**src/rtl/npc_pkg.sv**
```systemverilog
// Shared definitions for the next-PC unit: PC select encoding, PC increment, clog2.
package npc_pkg;

    typedef enum logic [2:0] {
        SEL_SEQ  = 3'd0,
        SEL_BR   = 3'd1,
        SEL_CALL = 3'd2,
        SEL_RET  = 3'd3,
        SEL_HOLD = 3'd4
    } pc_sel_e;

    localparam int unsigned PC_INC = 4;

    // Ceiling log2 for sizing pointers and counters (clog2(1) = 0).
    function automatic int unsigned clog2(input int unsigned n);
        int unsigned r;
        int unsigned v;
        r = 0;
        v = (n > 0) ? n - 1 : 0;
        while (v > 0) begin
            r = r + 1;
            v = v >> 1;
        end
        return r;
    endfunction

endpackage

```
**src/rtl/ras_stack.sv**
```systemverilog
// Circular return-address stack: the write pointer marks the next free slot and the
// top of stack is the slot just below it. When the stack is full a push overwrites
// the oldest entry. ovf/unf are single-cycle event strobes for the cycle in which the
// corresponding push/pop/replace request is applied.
module ras_stack
    import npc_pkg::*;
#(
    parameter int unsigned W         = 32,
    parameter int unsigned RAS_DEPTH = 4
) (
    input  logic                        clk,
    input  logic                        rst,
    input  logic                        push,
    input  logic                        pop,
    input  logic                        replace,
    input  logic [W-1:0]                din,
    output logic [W-1:0]                top,
    output logic [clog2(RAS_DEPTH):0]   count,
    output logic                        ovf,
    output logic                        unf
);

    localparam int unsigned PW = clog2(RAS_DEPTH);
    localparam int unsigned CW = PW + 1;

    logic [W-1:0]  entry_q [RAS_DEPTH];
    logic [W-1:0]  entry_d [RAS_DEPTH];
    logic [PW-1:0] wp_q, wp_d;
    logic [CW-1:0] count_q, count_d;
    logic [PW-1:0] top_idx;
    logic          empty;
    logic          full;

    assign top_idx = wp_q - PW'(1);
    assign empty   = (count_q == CW'(0));
    assign full    = (count_q == CW'(RAS_DEPTH));
    assign top     = entry_q[top_idx];
    assign count   = count_q;

    // Next-state for entries, pointer and count, plus overflow/underflow events.
    always_comb begin
        entry_d = entry_q;
        wp_d    = wp_q;
        count_d = count_q;
        ovf     = 1'b0;
        unf     = 1'b0;
        if (replace) begin
            if (empty) begin
                // Nothing to return to: behaves as a push and flags the underflow.
                entry_d[wp_q] = din;
                wp_d          = wp_q + PW'(1);
                count_d       = count_q + CW'(1);
                unf           = 1'b1;
            end else begin
                entry_d[top_idx] = din;
            end
        end else if (push) begin
            entry_d[wp_q] = din;
            wp_d          = wp_q + PW'(1);
            if (full) begin
                ovf = 1'b1;
            end else begin
                count_d = count_q + CW'(1);
            end
        end else if (pop) begin
            if (empty) begin
                unf = 1'b1;
            end else begin
                wp_d    = wp_q - PW'(1);
                count_d = count_q - CW'(1);
            end
        end
    end

    // Stack state registers with synchronous reset.
    always_ff @(posedge clk) begin
        if (rst) begin
            for (int i = 0; i < int'(RAS_DEPTH); i++) begin
                entry_q[i] <= '0;
            end
            wp_q    <= '0;
            count_q <= '0;
        end else begin
            entry_q <= entry_d;
            wp_q    <= wp_d;
            count_q <= count_d;
        end
    end

endmodule

```
**src/rtl/next_pc_unit.sv**
```systemverilog
// Next-PC generator: priority mux over hold/return/call/branch/sequential with a
// return-address stack. Build option NPC_RAS_ERR_EN adds a sticky RAS error flag;
// without it ras_err is tied low.
module next_pc_unit
    import npc_pkg::*;
#(
    parameter int unsigned   W            = 32,
    parameter int unsigned   RAS_DEPTH    = 4,
    parameter logic [W-1:0]  RESET_VECTOR = '0
) (
    input  logic                        clk,
    input  logic                        reset_synchronous,
    input  logic                        stall,
    input  logic [W-1:0]                pc_current,
    input  logic                        branch_taken,
    input  logic [W-1:0]                branch_target,
    input  logic                        is_call,
    input  logic                        is_ret,
    output logic [W-1:0]                pc_next,
    output logic [clog2(RAS_DEPTH):0]   ras_count,
    output logic                        ras_empty,
    output logic                        ras_full,
    output logic                        ras_err
);

    localparam int unsigned CW = clog2(RAS_DEPTH) + 1;

    pc_sel_e       sel;
    logic [W-1:0]  pc_inc;
    logic [W-1:0]  tgt_aligned;
    logic [W-1:0]  ras_top;
    logic          ras_go;
    logic          ras_push;
    logic          ras_pop;
    logic          ras_replace;
    logic          ras_ovf;
    logic          ras_unf;
    logic          tgt_lsb_unused;

    // Targets are word aligned; the low bits of branch_target are dropped.
    assign pc_inc         = pc_current + W'(PC_INC);
    assign tgt_aligned    = {branch_target[W-1:2], 2'b00};
    assign tgt_lsb_unused = ^branch_target[1:0];

    // Stack requests only when neither stalled nor in reset.
    assign ras_go      = ~reset_synchronous & ~stall;
    assign ras_push    = ras_go & is_call & ~is_ret;
    assign ras_pop     = ras_go & is_ret & ~is_call;
    assign ras_replace = ras_go & is_call & is_ret;

    // Select priority: stall > ret > call > branch > sequential.
    always_comb begin
        sel = SEL_SEQ;
        if (stall) begin
            sel = SEL_HOLD;
        end else if (is_ret) begin
            sel = SEL_RET;
        end else if (is_call) begin
            sel = SEL_CALL;
        end else if (branch_taken) begin
            sel = SEL_BR;
        end
    end

    // Next-PC mux; an empty stack on return falls through to pc+4.
    always_comb begin
        pc_next = pc_inc;
        if (reset_synchronous) begin
            pc_next = RESET_VECTOR;
        end else begin
            unique case (sel)
                SEL_HOLD: pc_next = pc_current;
                SEL_RET:  pc_next = ras_empty ? pc_inc : ras_top;
                SEL_CALL: pc_next = tgt_aligned;
                SEL_BR:   pc_next = tgt_aligned;
                default:  pc_next = pc_inc;
            endcase
        end
    end

    ras_stack #(
        .W         (W),
        .RAS_DEPTH (RAS_DEPTH)
    ) u_ras (
        .clk     (clk),
        .rst     (reset_synchronous),
        .push    (ras_push),
        .pop     (ras_pop),
        .replace (ras_replace),
        .din     (pc_inc),
        .top     (ras_top),
        .count   (ras_count),
        .ovf     (ras_ovf),
        .unf     (ras_unf)
    );

    assign ras_empty = (ras_count == CW'(0));
    assign ras_full  = (ras_count == CW'(RAS_DEPTH));

`ifdef NPC_RAS_ERR_EN
    logic err_q, err_d;

    // Sticky error: any overflow or underflow holds the flag until reset.
    always_comb begin
        err_d = err_q | ras_ovf | ras_unf;
    end

    // Error flag register.
    always_ff @(posedge clk) begin
        if (reset_synchronous) begin
            err_q <= 1'b0;
        end else begin
            err_q <= err_d;
        end
    end

    assign ras_err = err_q;
`else
    logic err_unused;

    assign err_unused = ras_ovf | ras_unf;
    assign ras_err    = 1'b0;
`endif

endmodule

```
**config.mk**
```make
export PLATFORM = sky130hd
export DESIGN_NAME = next_pc_unit
export DESIGN_NICKNAME = d
export VERILOG_FILES = /design/src/rtl/npc_pkg.sv /design/src/rtl/ras_stack.sv /design/src/rtl/next_pc_unit.sv
export SDC_FILE = /design/constraint.sdc
export NUM_CORES = 1
export LEC_CHECK = 0
export BUFFER_PORTS_ARGS = -buffer_cell sky130_fd_sc_hd__buf_4
export CORE_MARGIN = 5
export CORE_UTILIZATION = 45
export DETAILED_ROUTE_END_ITERATION = 12
export GPL_ROUTABILITY_DRIVEN = 1
export PLACE_DENSITY = 0.73
export SLEW_MARGIN = 5
export SYNTH_ARGS = -nofsm -noshare
export SYNTH_HDL_FRONTEND = slang
export SYNTH_HIERARCHICAL = 1
export SYNTH_SLANG_ARGS = --single-unit
```
**constraint.sdc**
```tcl
create_clock -name clk -period 7.05 [get_ports clk]
set_clock_uncertainty 0.1 [all_clocks]
set_input_delay 0.3525 -clock clk [delete_from_list [all_inputs] [get_ports clk]]
set_output_delay 0.3525 -clock clk [all_outputs]
set_load 0.01 [all_outputs]
```
; ---- Word-level counts from Yosys, hierarchy flattened
; Cells that the tools add are included.
; Widths: inputs -> output; s select.
[word_totals]
wordCells = 73
input_bits = 70
reg_bits = 133
output_inout_bits = 38
[op_classes]
order_cmp = 4
n_addsub = 5
eq_ne = 8
bitwise = 12
mux = 30
reduce_logical = 8
[ops]
columns = cell, count
row1 = $mux 128, 3
row2 = $bwmux 128, 2
row3 = $mux 32, 6
row4 = $demux 32 s2, 2
row5 = $pmux 32 s3, 1
row6 = $bmux 32 s2, 1
row7 = $add 32x3->32 const B, 1
row8 = $mux 3, 7
row9 = $mux 2, 7
row10 = $and 1x1->1, 6
row11 = $eq 3x2->1 const B, 2
row12 = $eq 3x3->1 const B, 2
row13 = $ge 3x3->1 const B, 2
row14 = $lt 3x1->1 const B, 2
row15 = $not 2->3, 2
row16 = $not 1->1, 4
row17 = $reduce_and 4->1, 1
row18 = $add 3x1->3 const B, 1
row19 = $eq 3x1->1 const B, 1
row20 = $logic_not 3->1, 1
row21 = $ne 3x1->1 const B, 1
row22 = $ne 3x2->1 const B, 1
row23 = $reduce_and 3->1, 1
row24 = $reduce_bool 3->1, 1
row25 = other kinds (8), 9

; ---- Logic depth before layout (Yosys ltp)
[depth]
ltp_word = 9
ltp_mapped = 12
ltp_nobuf = 7

; ---- Hierarchy
; Netlist, hierarchy kept.
[modules_own_cells]
columns = module, n_inst, cells_per_inst, area_per_inst_um2
row1 = ras_stack, 1, 667, 6102.1
row2 = next_pc_unit, 1, 285, 1829.3

; ---- Worst setup path after synthesis
; OpenSTA, ideal clock, no wires.
[synth_path]
path_type = register to output
from = register u_ras.wp_q[0]
to = output pc_next[8]
stages_incl_launch_ff = 12
arrival_ps = 2622
setup_slack_ps = 3975
path_buffers = 5
cell_sequence = dfxtp_1 > buf_4 > buf_4 > inv_1 > ha_1 > buf_2 > buf_4 > buf_2 > mux4_2 > o21ai_0 > a22o_1 > a221oi_1
[synth_via]
elab_chain_len = 8
[synth_lines]
columns = element, line_no
row1 = start: declaration, ras_stack.sv:28  ; logic [PW-1:0] wp_q, wp_d;
row2 = start signal: assignment, ras_stack.sv:85  ; wp_q <= wp_d;
row3 = $sub 2x1->2, ras_stack.sv:34  ; assign top_idx = wp_q - PW'(1);
row4 = via u_ras.top_idx[0], ras_stack.sv:30  ; logic [PW-1:0] top_idx;
row5 = $not 2->3 (implied by the code), ras_stack.sv:37  ; assign top = entry_q[top_idx];
row6 = $bmux 32 s2, ras_stack.sv:37
row7 = $mux 32 (implied by the code) (2 in a row), ras_stack.sv:37
row8 = via ras_top[8], next_pc_unit.sv:31  ; logic [W-1:0] ras_top;
row9 = $mux 32, next_pc_unit.sv:73  ; SEL_RET: pc_next = ras_empty ? pc_inc : ras_top;
row10 = $pmux 32 s3, next_pc_unit.sv:71  ; unique case (sel)
row11 = $mux 32, next_pc_unit.sv:68  ; if (reset_synchronous) begin
row12 = end: declaration, next_pc_unit.sv:19  ; output logic [W-1:0] pc_next,
; The timed path passes the listed nets, and every way through them passes these cells. The select of a mux whose other input is x is not followed.

; ---- Worst setup path in the final report
[layout_path]
from = register u_ras.wp_q[0]
to = output pc_next[23]
; Same word-level chain as after synthesis.

==> impl_metrics.tcl <==
set metrics [dict create \
    path_clk_slew_ps 50 \
    cp_max_fo 38 \
    r2r_cells 6 \
    grt_antenna_before_repair 0 \
    die_area_sq_um 20300 \
    drive_gt1_share_pct 22.4 \
    instances_no_fill 1239 \
    grt_pass1_wl_um 38400 \
    nFillCells 1627 \
    cts_tree "done" \
    synthesis.nets 1028 \
    tightest_slew_ps 1270 \
    pwr-share-seq_pct 40.4 \
    antenna_left 0 \
    die_h_um 143 \
    p_sw_share_pct 28.7 \
    power.leakage_uw 0.00313 \
    drt_iter0_drc 746 \
    cp.required_ps 6600 \
    syn_inst 947 \
    p_comb_share_pct 18.7 \
    cap_violations 0 \
    max_stage_delay_ps 590 \
    areaGrowthSynthToFinish_pct 14.4 \
    power.share.clock_pct 40.9 \
    vdd_drop_max_v 0.000157 \
    initial_utilization_pct 45.7 \
    cts_hold_buf 0 \
    p_int_uw 1380 \
    finalSetupViolations 0 \
    crit_start "u_ras/wp_q[0]" \
    globalplace.congestion 0.819 \
    net-switching-power_uw 554 \
    reg2reg_from "u_ras/wp_q[0]" \
    pre_cts_slack_ps 3280 \
    ys_warn_count 6 \
    r2r_end "u_ras/entry_q[104]" \
    powerDensity_nw_per_um2 213 \
    core_area_sq_um 17300 \
    routed_wl_um 24900 \
    multi_input_area_sq_um 4700 \
    fin_tns_setup_ps 0 \
    grt.total_usage_pct 23.9 \
    grt-ovfl-total 0 \
    cts_buffer_depth 2 \
    cp_slowest_cell "buf_4" \
    portBuffers 104 \
    dr.pass1.iters 5 \
    rows 48 \
    dp_cells 1208 \
    finalHoldViolations 0 \
    cts.sinks 133 \
    reg2reg_setup_slack_ps 4190 \
    via_per_inst 6.09 \
    min_period_ps 4180 \
    regArea_sq_um 2660 \
    ioPinCount 108 \
    finalMaxSlewViolations 0 \
    hold_path.class "primary input to register" \
    post_drt_wl_per_cell_um 20.1 \
    endpoint_kind "primary output" \
    antenna_cells 0 \
    grt_pass1_vias 7226 \
    vias 7547 \
    grt_setup_unrepaired "no" \
    syn_area_sq_um 7910 \
    cts_max_level 4 \
    fin_ws_ps 2870 \
    syn_avg_cell_area_sq_um 8.35 \
    clock_latency_ps 430 \
    arrival_ps 3730 \
    final_cell_mix "nand2_1 (288), dfxtp_1 (132), buf_4 (109), a21oi_1 (101), a21oi_2 (34)" \
    cts_buffers 17 \
    slew_headroom_pct 14.7 \
    timing.final.crit_share_pct 59.4 \
    cp-endpoint "pc_next[23]" \
    nNetsFinal 1083 \
    status "complete, no violations" \
    ctsResizeCount 0 \
    clockRootBuffer "clkbuf_16" \
    drc 0 \
    die_w_um 143 \
    layout_commonest_cell "nand2_1" \
    grt_max_degree 90 \
    post-cts-setup-buffers 0 \
    whs_ps 111 \
    dp_hpwl_um 15400 \
    path_common_cell "buf_4" \
    critical_path_class "register to primary output" \
    fmax_mhz 239 \
    startpoint_type "register" \
    crit_chain "buf_4 -> inv_1 -> ha_1 -> buf_4 -> mux4_2 -> nor3b_1 -> a221oi_1 -> o2bb2ai_1 -> buf_4" \
]
==> state kept, by name, indices dropped and copies added, names as in the netlist <==
name           count
u_ras/entry_q    128
u_ras/count        3
u_ras/wp_q         2
==> stage by stage <==
step	instance area (sq um)	power, uW	utilization [%]
floorplan	7910	1030	-
global placement	8540	1150	49.4
detailed placement	8540	1150	49.4
CTS	9050	1930	52.3
global route	9050	2000	52.3
finish	9050	1930	52.3
==> worst max-delay path: cells and delay by family, from the launching register on <==
family | cells | cell delay, ps
AO/OA/AOI/OAI | 2 | 370
flip-flops | 1 | 310
adder cells (fa/ha/maj) | 1 | 340
AND/OR/NAND/NOR | 1 | 160
buffers and inverters | 4 | 1520
multiplexers | 1 | 570
==> worst min path at each step <==
stage,slack [ps],to,cells past startpoint,start
after detailed placement,340,u_ras/entry_q[55],2,u_ras/entry_q[55]
after global placement,340,u_ras/entry_q[68],2,u_ras/entry_q[68]
after global routing,110,u_ras/entry_q[65],3,pc_current[1]
after floorplan,330,u_ras/entry_q[64],2,u_ras/entry_q[64]
after CTS,90,u_ras/entry_q[65],3,pc_current[1]
final,110,u_ras/entry_q[65],3,pc_current[1]
==> metal layers <==
metal  part of all wire [%]  global-route usage (%)  up-vias  wire [um]
met1                     42                    31.6     3650      10400
met2                     47                    38.3      386      11800
met5                      0                       0        -          0
met3                    8.9                    5.54       52       2210
met4                    2.2                    8.85        0        536
li1                       -                       -     3459          -
==> power groups by stage <==
| stage | combinational, uW | sequential, uW | clock (uW) |
|---|---|---|---|
| 2_1_floorplan | 233 | 793 | 0 |
| 3_3_place_gp | 352 | 795 | 0 |
| 3_5_place_dp | 356 | 796 | 0 |
| 4_1_cts | 357 | 779 | 797 |
| 5_1_grt | 386 | 781 | 832 |
| 6_report | 361 | 780 | 789 |
==> layout make-up <==
cell class / count / area share (%)
clock inverter: 4 / 0.249
timing repair buffer: 110 / 9.16
tap: 225 / 3.11
multi-input combinational: 723 / 51.9
clock buffer: 27 / 5.45
sequential: 133 / 29.4
inverter: 17 / 0.705
No activity file was read; power rests on OpenSTA's default activity.
